**config.mk**
```make
export PLATFORM = sky130hd
export DESIGN_NAME = oam_dma_engine
export DESIGN_NICKNAME = d
export VERILOG_FILES = /design/src/rtl/nes_dma_pkg.sv /design/src/rtl/oam_dma_engine.sv
export SDC_FILE = /design/constraint.sdc
export NUM_CORES = 1
export LEC_CHECK = 0
export BUFFER_PORTS_ARGS = -buffer_cell sky130_fd_sc_hd__buf_2
export CAP_MARGIN = 0
export CORE_UTILIZATION = 53
export DETAILED_ROUTE_END_ITERATION = 8
export GPL_TIMING_DRIVEN = 0
export PLACE_DENSITY_LB_ADDON = 0.15
export SKIP_CTS_REPAIR_TIMING = 1
export SLEW_MARGIN = 10
export SYNTH_ARGS = -nofsm -noshare
export SYNTH_HDL_FRONTEND = slang
export SYNTH_SLANG_ARGS = --single-unit
```
**constraint.sdc**
```tcl
create_clock -name clk -period 2.2 [get_ports clk]
set_input_delay 0.55 -clock clk [delete_from_list [all_inputs] [get_ports clk]]
set_output_delay 0.55 -clock clk [all_outputs]
set_load 0.02 [all_outputs]
```
**src/rtl/nes_dma_pkg.sv**
```systemverilog
// Shared definitions for the NES sprite (OAM) DMA engine.
package nes_dma_pkg;

   // FSM states; StAlign is only reachable when OAM_DMA_ALIGN_EN is defined.
   typedef enum logic [2:0] {
      StIdle,
      StHalt,
      StAlign,
      StRead,
      StWrite
   } dma_state_t;

   localparam logic [15:0] DMA_REG_ADDR    = 16'h4014;
   localparam logic [15:0] OAM_DATA_ADDR   = 16'h2004;
   localparam int unsigned DMA_LEN_DEFAULT = 256;

endpackage

```
**src/rtl/oam_dma_engine.sv**
```systemverilog
// Sprite DMA engine: on a CPU write to $4014 it halts the CPU and copies one
// page of CPU-side memory into PPU OAM, one read and one write per byte.
// Optional build macro OAM_DMA_ALIGN_EN: inserts an extra alignment cycle when
// the trigger lands on an odd CPU cycle (514 pause cycles instead of 513).
module oam_dma_engine
   import nes_dma_pkg::*;
#(
   parameter int unsigned DMA_LEN = DMA_LEN_DEFAULT,
   parameter int unsigned IDX_W   = 8
) (
   input  logic        clk,
   input  logic        reset_n,
   input  logic        cpu_ce,
   input  logic        reg_wr,
   input  logic [7:0]  reg_din,
   output logic        cpu_pause,
   output logic        busy,
   output logic [15:0] mem_addr,
   output logic        mem_rd,
   input  logic [7:0]  mem_rdata,
   output logic        oam_wr,
   output logic [7:0]  oam_wdata
);

   localparam logic [IDX_W-1:0] LAST_IDX = IDX_W'(DMA_LEN - 1);
   localparam logic [IDX_W-1:0] IDX_ONE  = IDX_W'(1);

   dma_state_t       r_state, w_state_d;
   logic [7:0]       r_page, w_page_d;
   logic [IDX_W-1:0] r_idx, w_idx_d;
   logic [7:0]       r_data, w_data_d;
   logic             r_busy, w_busy_d;
   logic             r_mem_rd, w_mem_rd_d;
   logic             r_oam_wr, w_oam_wr_d;
   logic [15:0]      r_addr, w_addr_d;
   logic [IDX_W-1:0] w_idx_inc;

`ifdef OAM_DMA_ALIGN_EN
   logic r_parity;
   logic r_align, w_align_d;
`endif

   // Index increment wraps within IDX_W bits so the page byte never changes.
   assign w_idx_inc = r_idx + IDX_ONE;

   assign cpu_pause = r_busy;
   assign busy      = r_busy;
   assign mem_addr  = r_addr;
   assign mem_rd    = r_mem_rd;
   assign oam_wr    = r_oam_wr;
   assign oam_wdata = r_data;

   // State and registered outputs.
   always_ff @(posedge clk or negedge reset_n) begin
      if (!reset_n) begin
         r_state  <= StIdle;
         r_page   <= 8'h00;
         r_idx    <= '0;
         r_data   <= 8'h00;
         r_busy   <= 1'b0;
         r_mem_rd <= 1'b0;
         r_oam_wr <= 1'b0;
         r_addr   <= 16'h0000;
      end else begin
         r_state  <= w_state_d;
         r_page   <= w_page_d;
         r_idx    <= w_idx_d;
         r_data   <= w_data_d;
         r_busy   <= w_busy_d;
         r_mem_rd <= w_mem_rd_d;
         r_oam_wr <= w_oam_wr_d;
         r_addr   <= w_addr_d;
      end
   end

`ifdef OAM_DMA_ALIGN_EN
   // CPU-cycle parity since reset, plus the parity captured at the trigger.
   always_ff @(posedge clk or negedge reset_n) begin
      if (!reset_n) begin
         r_parity <= 1'b0;
         r_align  <= 1'b0;
      end else begin
         r_parity <= r_parity ^ cpu_ce;
         r_align  <= w_align_d;
      end
   end
`endif

   // Next-state and next-output logic; everything advances only on cpu_ce.
   always_comb begin
      w_state_d  = r_state;
      w_page_d   = r_page;
      w_idx_d    = r_idx;
      w_data_d   = r_data;
      w_busy_d   = r_busy;
      w_mem_rd_d = r_mem_rd;
      w_oam_wr_d = r_oam_wr;
      w_addr_d   = r_addr;
`ifdef OAM_DMA_ALIGN_EN
      w_align_d  = r_align;
`endif
      if (cpu_ce) begin
         case (r_state)
            StIdle: begin
               if (reg_wr) begin
                  w_state_d = StHalt;
                  w_page_d  = reg_din;
                  w_idx_d   = '0;
                  w_busy_d  = 1'b1;
`ifdef OAM_DMA_ALIGN_EN
                  w_align_d = r_parity;
`endif
               end
            end
            StHalt: begin
`ifdef OAM_DMA_ALIGN_EN
               if (r_align) begin
                  w_state_d = StAlign;
               end else begin
                  w_state_d  = StRead;
                  w_mem_rd_d = 1'b1;
                  w_addr_d   = {r_page, 8'(r_idx)};
               end
`else
               w_state_d  = StRead;
               w_mem_rd_d = 1'b1;
               w_addr_d   = {r_page, 8'(r_idx)};
`endif
            end
            StAlign: begin
               w_state_d  = StRead;
               w_mem_rd_d = 1'b1;
               w_addr_d   = {r_page, 8'(r_idx)};
            end
            StRead: begin
               w_data_d   = mem_rdata;
               w_state_d  = StWrite;
               w_mem_rd_d = 1'b0;
               w_oam_wr_d = 1'b1;
            end
            StWrite: begin
               w_oam_wr_d = 1'b0;
               if (r_idx == LAST_IDX) begin
                  w_state_d = StIdle;
                  w_busy_d  = 1'b0;
               end else begin
                  w_idx_d    = w_idx_inc;
                  w_state_d  = StRead;
                  w_mem_rd_d = 1'b1;
                  w_addr_d   = {r_page, 8'(w_idx_inc)};
               end
            end
            default: w_state_d = StIdle;
         endcase
      end
   end

endmodule

```
# Yosys cells after proc, flatten, opt, wreduce, memory -nomap -nowiden
# Index checks and enable logic that the tools add are counted.
# classes
n_reduce_logical	14
muxes	14
n_addsub	1
n_eq_ne	8
# op_table
cell	count
one-hot mux 16 bit (2 select lines)	1
2-to-1 mux 16 bit	1
2-to-1 mux 8 bit	2
one-hot mux 8 bit (2 select lines)	1
one-hot mux 3 bit (4 select lines)	1
AND reduction 3 bit	3
adder 8 x 1 -> 8 bit, second input constant	1
== test 8 bit, second input constant	1
AND reduction 4 bit	2
== test 3 x 2 -> 1 bit, second input constant	2
!= test 2 bit, second input constant	3
AND reduction 2 bit	3
nonzero test 2 bit	3
one-hot mux 1 bit (2 select lines)	2
== test 3 x 1 -> 1 bit, second input constant	1
== test 3 bit, second input constant	1
zero test 3 bit	1
2-to-1 mux 1 bit	3
2-to-1 mux 3 bit	1
one-hot mux 1 bit (3 select lines)	1
nonzero test 3 bit	1
2-to-1 mux 2 bit	1
OR reduction 2 bit	1
# totals
reg_bits	46
wordCells	45
in_bits	20
out_inout_bits	28

# Logic depth before layout (Yosys ltp)
# logic_depth
word_depth	4
ltp_mapped	7
mapped_depth_nobuf	5

# Worst setup path after synthesis
# No wires, ideal clock.
# synth_path
path_kind	register to register
start	register r_state[0]
end	register r_addr[10], in the netlist mem_addr[10]
stages_incl_launch_ff	8
required_time_ns	2.075
n_path_buf	3
setup_time_ns	0.125
setup_slack_ns	0.374
synth_period_minus_slack_ns	1.826
arrival_time_ns	1.701
cell_sequence	dfrtp_1 -> buf_6 -> or3b_1 -> buf_6 -> a21oi_4 -> o21ai_4 -> buf_6 -> mux2_4
# synth_between
elab_chain_cells	4
word_cells_on_any_way	8
classes_between	eq/ne (4); mux (1); reduce/logical (3)
# synth_lines
element	line_no	text
start, declared	oam_dma_engine.sv:28	dma_state_t r_state, w_state_d;
start signal, assigned	oam_dma_engine.sv:56	r_state <= StIdle;
start signal, assigned	oam_dma_engine.sv:65	r_state <= w_state_d;
== test 3 x 2 -> 1 bit or == test 3 x 1 -> 1 bit (tied branches)	oam_dma_engine.sv:103	case (r_state)
OR reduction 2 bit (no source line)	-	
nonzero test 2 bit (no source line)	-	
AND reduction 3 bit (no source line)	-	
end signal, assigned	oam_dma_engine.sv:72	r_addr <= w_addr_d;
end, declared	oam_dma_engine.sv:35	logic [15:0] r_addr, w_addr_d;
# Parallel ways exist; a longest one is shown, timed or not.
# A chain may end at the register's enable or synchronous reset.

# Final worst setup path
# layout_path
start	register r_idx[1]
end	register r_addr[8], in the netlist mem_addr[8]
# layout_between
elab_chain_cells	3
# layout_lines
element	line_no	text
start, declared	oam_dma_engine.sv:30	logic [IDX_W-1:0] r_idx, w_idx_d;
start signal, assigned	oam_dma_engine.sv:67	r_idx <= w_idx_d;
== test 8 bit	oam_dma_engine.sv:143	if (r_idx == LAST_IDX) begin
!= test 2 bit (no source line)	-	
AND reduction 3 bit (no source line)	-	
# No other way between the ends.

==> run summary <==
overall routed net length: 3.85 mm
status: completed
Worst Path Required: 2.39 ns
RSZ-0062 raised after global routing: no
CTS tree: yes
Setup TNS: 0 ns
Reg2Reg Capture Point: mem_addr[8]
post-synthesis cell type count: 30
Final Net Count: 254
chip height: 65.8 um
Starting DRT DRC Count: 101
initial antenna violation count: 0
DIE WIDTH: 65.8 um
Post-Syn Area per Cell: 12.1 sq um
Peak VDD IR: 787 uV
ANT cells: 0
Critical Path Fanout Max: 10
worst skew pair latency: 0.30 ns
worst r2r path cells: 6
commonest non-fill, non-tap cells in the layout: 51 x buf_2, 46 x dfrtp_1, 23 x mux2_2
leakage dissipation: 1.25 nW
Peak Freq: 498 MHz
arrival time worst endpoint: 2.20 ns
number of global-route vias before repair: 1481
Final ANT Viol Nets: 0
Yosys warning count: 0
Slew HR: 0.339
worst reg2reg startpoint: r_idx[1]
Pwr Density: 1230 mW/mm^2
post-detail-place hpwl: 2.77 mm
Yosys reg bits: 46
Syn Std Cell Area: 0.00216 sq mm
Sw Share: 0.359
R2R Setup Slk: 0.19 ns
Clock Tree Buf Depth: 2
die area: 0.00433 sq mm
Max Cap Viol: 0
post-synthesis cell count: 178
First-pass DRT Iterations: 4
Psw: 1.13 mW
part of the power in the clock network: 0.163
gp weighted congestion: 0.825
CTS Sinks: 46
startpoint types: flip-flop
Comb pwr share: 0.431
Slew @ Worst Pin: 0.991 ns
Rows: 22
Final Setup Violations: 0
Slew Limit Fails: 0
Int Pwr: 2.01 mW
Util after Layout: 0.674
Power, Total: 3.13 mW
skew final: 0.00401 ns
Vias: 1530
IO Count: 48
fin crit share: 0.912
core footprint: 0.00377 sq mm
Net Count, Synth: 200
Congestion Overflow GR: 0
gr usage total: 0.203
Seq/Total Area, Yosys: 0.534
Initial Util: 0.572
port bufs: 47
fillers: 293
crit end category: flip-flop
final hold vios: 0
DRC violation count after routing: 0
most common cell after layout, fill and taps aside: buf_2
CTS buffer count: 5
DR vias/cell: 5.44
wire per inst: 13.7 um
H-tree lvl count: 2
first-pass GRT wire length: 6.52 mm
CTS root buffer: clkbuf_8
Period minus WS final: 2.01 ns
pin count of the biggest net entering global routing: 47
CP Class: flip-flop to flip-flop
layout cells sized above 1: 0.429
Reg clk slew, reported paths: 0.08 ns
Area growth, synth to finish: 17.9%
register share of total power: 0.407
Hold Path Class: input pin to asynchronous set/reset pin
metrics by stage:
step           std cells  hold WS, ns  area [sq um]  setup WS [ns]
2_1_floorplan        178        0.254          2160          0.374
3_3_place_gp         273        0.464          2450          0.141
3_5_place_dp         273        0.466          2450          0.113
4_1_cts              281        0.445          2540          0.185
5_1_grt              281        0.466          2540         0.0643
6_report             281        0.408          2540          0.193
how the worst max path moves through the flow:
stage	start	slack, ns	depth (start not counted)	endpoint
finish	r_idx[1]	0.19	6	mem_addr[8]
global route	r_idx[0]	0.06	6	mem_addr[8]
CTS	r_idx[0]	0.18	6	mem_addr[8]
detailed placement	cpu_ce	0.11	5	r_page[3]
global placement	cpu_ce	0.14	5	r_page[5]
floorplan	r_state[0]	0.37	7	mem_addr[10]
synth_stat cells, drive strengths merged:
master  instances  share of area
inv             3         0.0052
clkinv          1         0.0017
or3b            1         0.0041
clkbuf          4         0.0070
xnor2           7          0.028
o211ai          1         0.0035
a31oi           2         0.0058
nand2b          1         0.0029
dfrtp          46           0.53
nand4           5          0.015
or2             1         0.0029
buf            10          0.035
mux2           32           0.18
and4            1         0.0041
nor2            4         0.0070
a21oi           6          0.019
nand3           5          0.012
and3            4          0.012
mux2i           2         0.0093
o21ai          15          0.040
o31a            1         0.0041
ha              2          0.012
nor3b           2         0.0070
o31ai           5          0.017
nand2          17          0.030
cell type report:
cell class | count | area, sq um | area share
Timing Repair Buffer | 47 | 235 | 0.0925
Clock buffer | 5 | 68.8 | 0.0271
Inverter | 4 | 15.0 | 0.00591
Clock inverter | 3 | 21.3 | 0.00837
Tap cell | 48 | 60.1 | 0.0236
Buffer | 14 | 91.3 | 0.0359
Sequential cell | 46 | 1150 | 0.453
Multi-Input combinational cell | 114 | 900 | 0.354
layer usage:
layer / global-route usage / part of all wire / wire, um / up-vias
li1: - / - / - / 732
met1: 0.251 / 0.44 / 1680 / 732
met2: 0.333 / 0.48 / 1850 / 60
met3: 0.0466 / 0.065 / 251 / 6
met4: 0.0978 / 0.018 / 70 / 0
met5: 0 / 0 / 0 / -
flip-flops by register name (all words and copies together), names as in the netlist:
signal / count
mem_rd: 1
mem_addr: 16
oam_wdata: 8
r_idx: 8
r_page: 8
oam_wr: 1
r_state: 3
busy: 1
kinds of logic (layout without fill, tap and decap cells):
logic type	Yosys count	after routing	synth area share
compound gates	30	30	0.0899
xor+xnor	7	7	0.0284
fa+ha+maj	2	2	0.0116
buf+inv	18	73	0.0493
flops	46	46	0.534
mux	34	34	0.192
simple gates	41	41	0.0951
worst max-delay path, stage by stage, from the launching register on:
cell and delay (ns):
dfrtp_1 0.39, ha_1 0.24, and3_1 0.32, a21oi_4 0.11, o21ai_4 0.28, buf_6 0.23, mux2_4 0.32
power by group through the flow:
stage / sequential [mW] / combinational, mW / clock [mW]
after floorplan: 1.49 / 0.804 / 0
after global placement: 1.27 / 1.32 / 0
after detailed placement: 1.29 / 1.36 / 0
after CTS: 1.28 / 1.36 / 0.524
after global routing: 1.32 / 1.47 / 0.556
final: 1.27 / 1.35 / 0.510
(Power assumes the default switching activity.)
